[src/rtl/powlib_ipinit.sv]
// Bus initiator: turns command-port requests into packed bus words and collects
// read responses, in issue order, through a credit-limited response FIFO.
module powlib_ipinit #(
  parameter string ID                 = "IPINIT",
  parameter int    EAR                = 0,
  parameter int    EDBG               = 0,
  parameter int    B_BPD              = 4,
  parameter int    B_AW               = 8*B_BPD,
  parameter int    MAX_OUT            = 4,
  parameter logic [B_AW-1:0] RET_ADDR = '0,
  localparam int   OPW                = 4,
  localparam int   B_DW               = 8*B_BPD,
  localparam int   B_BEW              = B_BPD,
  localparam int   B_WW               = OPW+B_BEW+B_DW,
  localparam int   CW                 = $clog2(MAX_OUT+1)
) (
  input  logic             clk,
  input  logic             rst,
  input  logic [B_AW-1:0]  reqaddr,
  input  logic [B_DW-1:0]  reqdata,
  input  logic [B_BEW-1:0] reqbe,
  input  logic [OPW-1:0]   reqop,
  input  logic             reqvld,
  output logic             reqrdy,
  output logic [B_AW-1:0]  wraddr,
  output logic [B_WW-1:0]  wrdata,
  output logic             wrvld,
  input  logic             wrrdy,
  input  logic [B_AW-1:0]  rdaddr,
  input  logic [B_WW-1:0]  rddata,
  input  logic             rdvld,
  output logic             rdrdy,
  output logic [B_DW-1:0]  rspdata,
  output logic             rspvld,
  input  logic             rsprdy,
  output logic [CW-1:0]    outcnt,
  output logic             err
);

  localparam logic [OPW-1:0] OP_WRITE = 4'd0;
  localparam logic [OPW-1:0] OP_READ  = 4'd1;
  localparam int PW = (MAX_OUT > 1) ? $clog2(MAX_OUT) : 1;

  generate
    if (B_AW > B_DW) begin : g_aw_chk
      $fatal(1, "%s: B_AW (%0d) must not exceed B_DW (%0d)", ID, B_AW, B_DW);
    end
    if (MAX_OUT < 1 || MAX_OUT > 16 || EAR < 0 || EAR > 1 || EDBG < 0 || EDBG > 1) begin : g_par_chk
      $fatal(1, "%s: MAX_OUT must be 1..16, EAR and EDBG must be 0 or 1", ID);
    end
  endgenerate

  function automatic logic [B_WW-1:0] pack_cmd(input logic rd, input logic [B_BEW-1:0] be,
                                               input logic [B_DW-1:0] data);
    if (rd) return {OP_READ, {B_BEW{1'b1}}, B_DW'(RET_ADDR)};
    return {OP_WRITE, be, data};
  endfunction

  function automatic logic [PW-1:0] next_ptr(input logic [PW-1:0] p);
    return (p == PW'(MAX_OUT-1)) ? '0 : p + 1'b1;
  endfunction

  logic              is_wr, is_rd, credit_ok, accept, load, pop, push, rsp_ok;
  logic [CW-1:0]     fifo_cnt;
  logic [PW-1:0]     wr_ptr, rd_ptr;
  logic [B_DW-1:0]   fifo_mem [MAX_OUT];
  logic [B_BEW-1:0]  unused_be;

  assign is_wr     = (reqop == OP_WRITE);
  assign is_rd     = (reqop == OP_READ);
  assign credit_ok = !is_rd || (outcnt < CW'(MAX_OUT));
  assign reqrdy    = !rst && (!wrvld || wrrdy) && credit_ok;
  assign accept    = reqvld && reqrdy;
  assign load      = accept && (is_wr || is_rd);
  assign pop       = rspvld && rsprdy;
  assign rdrdy     = 1'b1;
  // A response is only believable if some issued read is still waiting for data.
  assign rsp_ok    = (rdaddr == RET_ADDR) && (rddata[B_WW-1 -: OPW] == OP_WRITE) &&
                     (fifo_cnt < outcnt);
  assign push      = rdvld && rsp_ok;
  assign rspvld    = (fifo_cnt != '0);
  assign rspdata   = fifo_mem[rd_ptr];
  assign unused_be = rddata[B_DW +: B_BEW];

  // control stage: bus output valid, credits, FIFO occupancy, sticky error
  always_ff @(posedge clk) begin
    if (rst) begin
      wrvld    <= 1'b0;
      outcnt   <= '0;
      err      <= 1'b0;
      fifo_cnt <= '0;
      wr_ptr   <= '0;
      rd_ptr   <= '0;
    end else begin
      if (load)       wrvld <= 1'b1;
      else if (wrrdy) wrvld <= 1'b0;

      case ({accept && is_rd, pop})
        2'b10:   outcnt <= outcnt + 1'b1;
        2'b01:   outcnt <= outcnt - 1'b1;
        default: outcnt <= outcnt;
      endcase

      if ((accept && !is_wr && !is_rd) || (rdvld && !rsp_ok)) err <= 1'b1;

      case ({push, pop})
        2'b10:   fifo_cnt <= fifo_cnt + 1'b1;
        2'b01:   fifo_cnt <= fifo_cnt - 1'b1;
        default: fifo_cnt <= fifo_cnt;
      endcase
      if (push) wr_ptr <= next_ptr(wr_ptr);
      if (pop)  rd_ptr <= next_ptr(rd_ptr);
    end
  end

  // data stage: bus output word and FIFO storage (no reset needed)
  always_ff @(posedge clk) begin
    if (load) begin
      wraddr <= reqaddr;
      wrdata <= pack_cmd(is_rd, reqbe, reqdata);
    end
    if (push) fifo_mem[wr_ptr] <= rddata[B_DW-1:0];
  end

endmodule
[config.mk]
export PLATFORM = sky130hd
export DESIGN_NAME = powlib_ipinit
export DESIGN_NICKNAME = d
export VERILOG_FILES = /design/src/rtl/powlib_ipinit.sv
export SDC_FILE = /design/constraint.sdc
export NUM_CORES = 1
export LEC_CHECK = 0
export ABC_CLOCK_PERIOD_IN_PS = 5770
export CAP_MARGIN = 10
export CORE_AREA = 4 4 138 140
export DETAILED_ROUTE_END_ITERATION = 12
export DIE_AREA = 0 0 142 144
export MAX_ROUTING_LAYER = met4
export PLACE_DENSITY_LB_ADDON = 0.25
export SETUP_SLACK_MARGIN = 0.3
export SYNTH_ARGS = -nofsm -noshare
export SYNTH_HDL_FRONTEND = slang
export SYNTH_SLANG_ARGS = --single-unit
[constraint.sdc]
create_clock -name clk -period 5.77 [get_ports clk]
set_input_delay 1.731 -clock clk [delete_from_list [all_inputs] [get_ports clk]]
set_output_delay 1.731 -clock clk [all_outputs]
set_load 0.005 [all_outputs]
==> impl_metrics.tcl, run 1 <==
set metrics [dict create \
    status "complete, no violations" \
    die_h_um 144 \
    fin_nets 818 \
    synthCells 390 \
    yosysUniqueCellTypes 36 \
    crit_path_cell_trace "clkdlybuf4s50_1, nor3_1, and2_1, a21boi_0, clkdlybuf4s50_1" \
    yosysTopAreaCell "edfxtp_1" \
    post_cts_buffers 0 \
    cts.sinks 211 \
    die_area_sq_um 20400 \
    clock.fmax_ghz 0.199 \
    crit_start "reqop[1]" \
    grt_max_degree 71 \
    cts_hold_buf 0 \
    postSynthAreaPerCell_sq_um 20.2 \
    drc_errors 0 \
    required_ns 4.04 \
    netlist_area_sq_um 7880 \
    skew_ns 0.0159 \
    r2r_setup_slack_ns 2.94 \
    numPortBuffers 253 \
    worst-r2r-cell-count 6 \
    leakage_nw 3.69 \
    power_density_nw_per_um2 276 \
    cpMostUsedCell "clkdlybuf4s50_1" \
    cp-start-kind "primary input" \
    clk_pin_slew_worst_paths_ns 0.06 \
    peakVddDrop_v 0.000243 \
    path_max_fanout 3 \
    hpwlAfterDp_um 12300 \
    tns_ns 0 \
    final_max_slew_viol_count 0 \
    crit_slowest_cell "clkdlybuf4s50_1" \
    cts_tree "done" \
    grt_setup_unrepaired "no" \
    setup_viol 0 \
    cts_buffer_depth 3 \
    core_area_sq_um 17800 \
    grt_pass1_vias 4926 \
    final_area_sq_um 11300 \
    final_hold_viol_count 0 \
    vias_per_cell 4.89 \
    clkLatencyLatePin_ns 0.50 \
    syn_to_final_growth_pct 43.7 \
    pin_count 262 \
    dp.cells 862 \
    whs_ns 0.477 \
    dpl_worst_slack_ns 0.719 \
    final_cells 897 \
    worstMarginPinSlew_ns 0.903 \
    num_vias 4383 \
    relSlewSlack_pct 39.8 \
    row_count 49 \
    rr_startpoint "outcnt[2]" \
    start_util_pct 44.2 \
    placed_area_sq_um 10700 \
    die_x_um 142 \
    r2r_end "fifo_mem[3][10]" \
    numCtsBuffers 22 \
    cts_repair_resize_count 0 \
    ant_nets 0 \
    worstSetupPathType "in -> out" \
    utilization_pct 63.5 \
    cp.arrival_ns 3.31 \
    endpoint "reqrdy" \
    drive_gt1_share_pct 12.6 \
    synth_top_area_share_pct 75.0 \
    h-tree-depth 1 \
    drtIter0Drc 161 \
    wire_per_inst_um 19.8 \
    yosys_warnings 0 \
    fin_ws_ns 0.732 \
    end_kind "output port" \
    antenna_found_initial 0 \
    timing.max_cap.violations 0 \
    power.total_mw 3.13 \
    hp-class "reg -> reg" \
    drt-total-wl_um 17700 \
    synth_area_leaders "edfxtp_1, mux4_2, dfxtp_1, nor2b_1, ha_1" \
    ys_seq_area_share_pct 78.6 \
    slowest_delay_ns 0.49 \
    grt_use_total_pct 17.9 \
    clockRootBuffer "clkbuf_16" \
    grt_remaining_overflow 0 \
    ys_ff_latch 211 \
    post-route-period-util_pct 87.3 \
    period_needed_ns 5.04 \
    diodes 0 \
    firstDrtPassIters 4 \
    grt_pass1_wl_um 26900 \
    gp_congestion 0.742 \
]
## where the power goes
| part | switching [mW] | total [mW] | internal [mW] |
|---|---|---|---|
| logic | 0.0409 | 0.146 | 0.105 |
| clock network | 0.542 | 1.30 | 0.761 |
| registers | 0.00176 | 1.68 | 1.68 |
## state kept, by name (all words and copies together), names as in the netlist, named ones only
name      count
err           1
fifo_cnt      3
fifo_mem    128
outcnt        3
rd_ptr        2
wr_ptr        2
wraddr       32
wrdata       37
wrvld         1
## synth_stat cells
| cell | n |
|---|---|
| mux4_2 | 32 |
| and2_1 | 1 |
| and2_2 | 4 |
| or3_1 | 4 |
| fa_1 | 2 |
| edfxtp_1 | 197 |
| mux2_4 | 1 |
| clkbuf_1 | 8 |
| nand2b_1 | 1 |
| a21oi_1 | 7 |
| nor4_2 | 4 |
| nand3_1 | 2 |
| buf_2 | 3 |
| conb_1 | 2 |
| nand2_1 | 7 |
| nor3_1 | 3 |
| ha_1 | 9 |
| or2_2 | 4 |
| inv_1 | 14 |
| nor2_1 | 12 |
| o21ai_0 | 3 |
| nor2b_1 | 33 |
| a21o_4 | 1 |
| a211oi_1 | 1 |
| buf_4 | 4 |
| nand4_1 | 3 |
| o21a_1 | 1 |
| a2111oi_4 | 1 |
| and4_1 | 1 |
| nor4_1 | 3 |
| o41ai_1 | 1 |
| mux2i_1 | 1 |
| dfxtp_1 | 14 |
| xor2_1 | 4 |
| a21boi_0 | 1 |
| buf_1 | 1 |
## worst min path at each step
stage	start	end	slack, ns	depth (start not counted)
after floorplan	rd_ptr[1]	flop	0.45	2
after global placement	rd_ptr[1]	flop	0.46	2
after detailed placement	rd_ptr[1]	flop	0.46	2
after CTS	rd_ptr[1]	flop	0.47	2
after global routing	rd_ptr[1]	flop	0.52	2
final	rd_ptr[1]	flop	0.48	2
## worst max-delay path, delay by kind of cell
family	cells	cell delay, ns
AOI/OAI and AO/OA	1	0.08
buffers and inverters	2	0.89
and+or+nand+nor	2	0.61
## routing by layer
layer  wire, um  share of wire [%]  global-route usage [%]  vias up
met3       1660                9.3                    6.91       40
li1           -                  -                       -     2042
met5          0                  0                       -        -
met1       6500                 37                    19.8     2117
met4        637                3.6                    6.36        0
met2       8960                 50                    29.6      184
## logic make-up after synthesis
family,synth area share [%]
DFF,78.6
and+or+nand+nor,6.24
muxes,9.46
buffers and inverters,1.67
AOI/OAI and AO/OA,1.57
adders and majority gates,1.94
xor gates and xnor gates,0.444
other,0.0953
## final cells by class
| cell class | count | area [sq um] |
|---|---|---|
| Tap cell | 229 | 287 |
| Sequential cell | 211 | 6200 |
| Clock inverter | 11 | 82.6 |
| Fill cell | 1248 | 6510 |
| Clock buffer | 24 | 579 |
| Inverter | 14 | 52.6 |
| Multi-Input combinational cell | 151 | 1570 |
| Timing Repair Buffer | 257 | 2560 |
## layout by cell type, fill, tap and decap left out, types with 4 or more instances in the layout
master           count
inv_1               14
nand2_1              7
clkdlybuf4s50_1    253
xor2_1               4
mux4_2              32
or3_1                4
buf_4                4
a21oi_1              7
clkbuf_16           23
dfxtp_1             12
edfxtp_1           197
ha_1                 9
nor2_1              12
and2_2               4
conb_1               4
nor4_2               4
clkinv_1             4
nor2b_1             33
or2_2                4
Power figures use the tool's default switching activity.
==> inputs of run 2 (changes only) <==
- REMOVE_ABC_BUFFERS: default -> 1
- SKIP_LAST_GASP: default -> 1
- SLEW_MARGIN: default -> 20
==> impl_metrics.tcl, run 2 (synthesized netlist as in run 1, its figures left out) <==
set metrics [dict create \
    period_needed_ns 5.05 \
    antenna_found_initial 0 \
    final_common_cell "clkdlybuf4s50_1" \
    cts_buffer_depth 3 \
    reg_top3 "fifo_mem x128, wrdata x37, wraddr x32" \
    drive_gt1_share_pct 12.9 \
    firstDrtPassIters 4 \
    fin_nets 819 \
    power.total_mw 3.27 \
    wire_per_inst_um 20.0 \
    cpMostUsedCell "clkdlybuf4s50_1" \
    r2r_end "fifo_mem[0][19]" \
    hold-path-cell-count 2 \
    h-tree-depth 1 \
    cts_repair_resize_count 0 \
    utilization_pct 64.0 \
    post-route-period-util_pct 87.5 \
    clock.fmax_ghz 0.198 \
    end_kind "output port" \
    multiInputGateArea_sq_um 1570 \
    critical_path_buf_inv_count 2 \
    setup_viol 0 \
    row_count 49 \
    timing.max_cap.violations 0 \
    relSlewSlack_pct 37.0 \
    cts_hold_buf 0 \
    grt_remaining_overflow 0 \
    cts_tree "done" \
    pin_count 262 \
    core_area_sq_um 17800 \
    status "complete, no violations" \
    post_cts_buffers 0 \
    critical-path-top-delay-family "buffers and inverters" \
    min_from "rd_ptr[1]" \
    final_cell_mix "clkdlybuf4s50_1, edfxtp_1, nor2b_1, mux4_2, clkbuf_16" \
    fillerInstances 1230 \
    required_ns 4.04 \
    worstMarginPinSlew_ns 0.944 \
    cp-start-kind "primary input" \
    die_x_um 142 \
    power_density_nw_per_um2 287 \
    final_max_slew_viol_count 0 \
    placed_area_sq_um 10700 \
    leakage_nw 3.75 \
    clkLatencyLatePin_ns 0.49 \
    clk_pin_slew_worst_paths_ns 0.06 \
    path_max_fanout 3 \
    final_hold_viol_count 0 \
    cp.arrival_ns 3.32 \
    grt_setup_unrepaired "no" \
    numPortBuffers 253 \
    drt-total-wl_um 18100 \
    syn_to_final_growth_pct 44.9 \
    start_util_pct 44.2 \
    drtIter0Drc 139 \
    num_vias 4504 \
    whs_ns 0.489 \
    r2r_setup_slack_ns 2.85 \
    grt_max_degree 71 \
    diodes 0 \
    die_area_sq_um 20400 \
    drc_errors 0 \
    die_h_um 144 \
    seqCellArea_sq_um 6200 \
    rr_startpoint "outcnt[2]" \
    grt_use_total_pct 17.6 \
    ant_nets 0 \
    grt_pass1_vias 4943 \
    hp-class "reg -> reg" \
    final_area_sq_um 11400 \
    numCtsBuffers 23 \
    gp_congestion 0.765 \
    crit_slowest_cell "clkdlybuf4s50_1" \
    worst-r2r-cell-count 6 \
    skew_ns 0.00769 \
    crit_path_cell_trace "clkdlybuf4s50_1, nor3_1, and2_1, a21boi_0, clkdlybuf4s50_1" \
    peakVddDrop_v 0.000205 \
    largest_register "fifo_mem" \
    hpwlAfterDp_um 12600 \
    clockRootBuffer "clkbuf_16" \
    slowest_delay_ns 0.49 \
    cts.sinks 211 \
    worstSetupPathType "in -> out" \
    grt_pass1_wl_um 26600 \
    largest_reg_flops 128 \
    tns_ns 0 \
    vias_per_cell 4.98 \
]
run 2: cell count changes in the layout (fill, tap and decap cells not counted), sizes merged:
cell	previous run	this run
clkinvlp	3	0
bufinv	1	3
clkbuf	24	31
inv	14	15
run 2: worst max-delay path by stage:
| stage | endpoint | startpoint | slack [ns] | cells past startpoint |
|---|---|---|---|---|
| finish | reqrdy | reqop[1] | 0.72 | 5 |
| global route | reqrdy | reqop[1] | 0.64 | 5 |
| CTS | reqrdy | reqop[1] | 0.73 | 5 |
| detailed placement | reqrdy | reqop[1] | 0.75 | 5 |
| global placement | reqrdy | rst | 0.76 | 5 |
| floorplan | outcnt[2] | reqop[1] | 0.86 | 9 |
run 2: metal layers:
metal	part of all wire (%)	track usage [%]
met1	36	19.6
met2	53	30.4
met3	7.7	4.93
met4	3.2	6.52
met5	0	-
run 2: cell type report:
cell class	instances	share of cell area [%]
timing repair buffer	257	22.4
sequential	211	54.3
clock buffer	31	5.48
inverter	14	0.460
tap	229	2.51
multi-input combinational	151	13.7
clock inverter	11	1.14
run 2: worst reg2reg max path, stage by stage (launching register included):
cell and delay (ns):
dfxtp_1 0.43, inv_1 0.07, ha_1 0.20, nor4_2 0.14, nand4_1 0.21, a2111oi_4 0.62, and2_2 0.86
run 2: metrics by stage:
stage | setup WS, ns | std cells
floorplan | 0.858 | 376
global placement | 0.764 | 862
detailed placement | 0.747 | 862
CTS | 0.732 | 904
global route | 0.640 | 904
finish | 0.723 | 904
run 2: report_power, final:
| part | internal (mW) | switching [mW] | total, mW |
|---|---|---|---|
| Combinational | 0.106 | 0.0418 | 0.147 |
| Clock | 0.893 | 0.552 | 1.44 |
| Sequential | 1.68 | 0.00200 | 1.68 |
| Total | 2.68 | 0.595 | 3.27 |
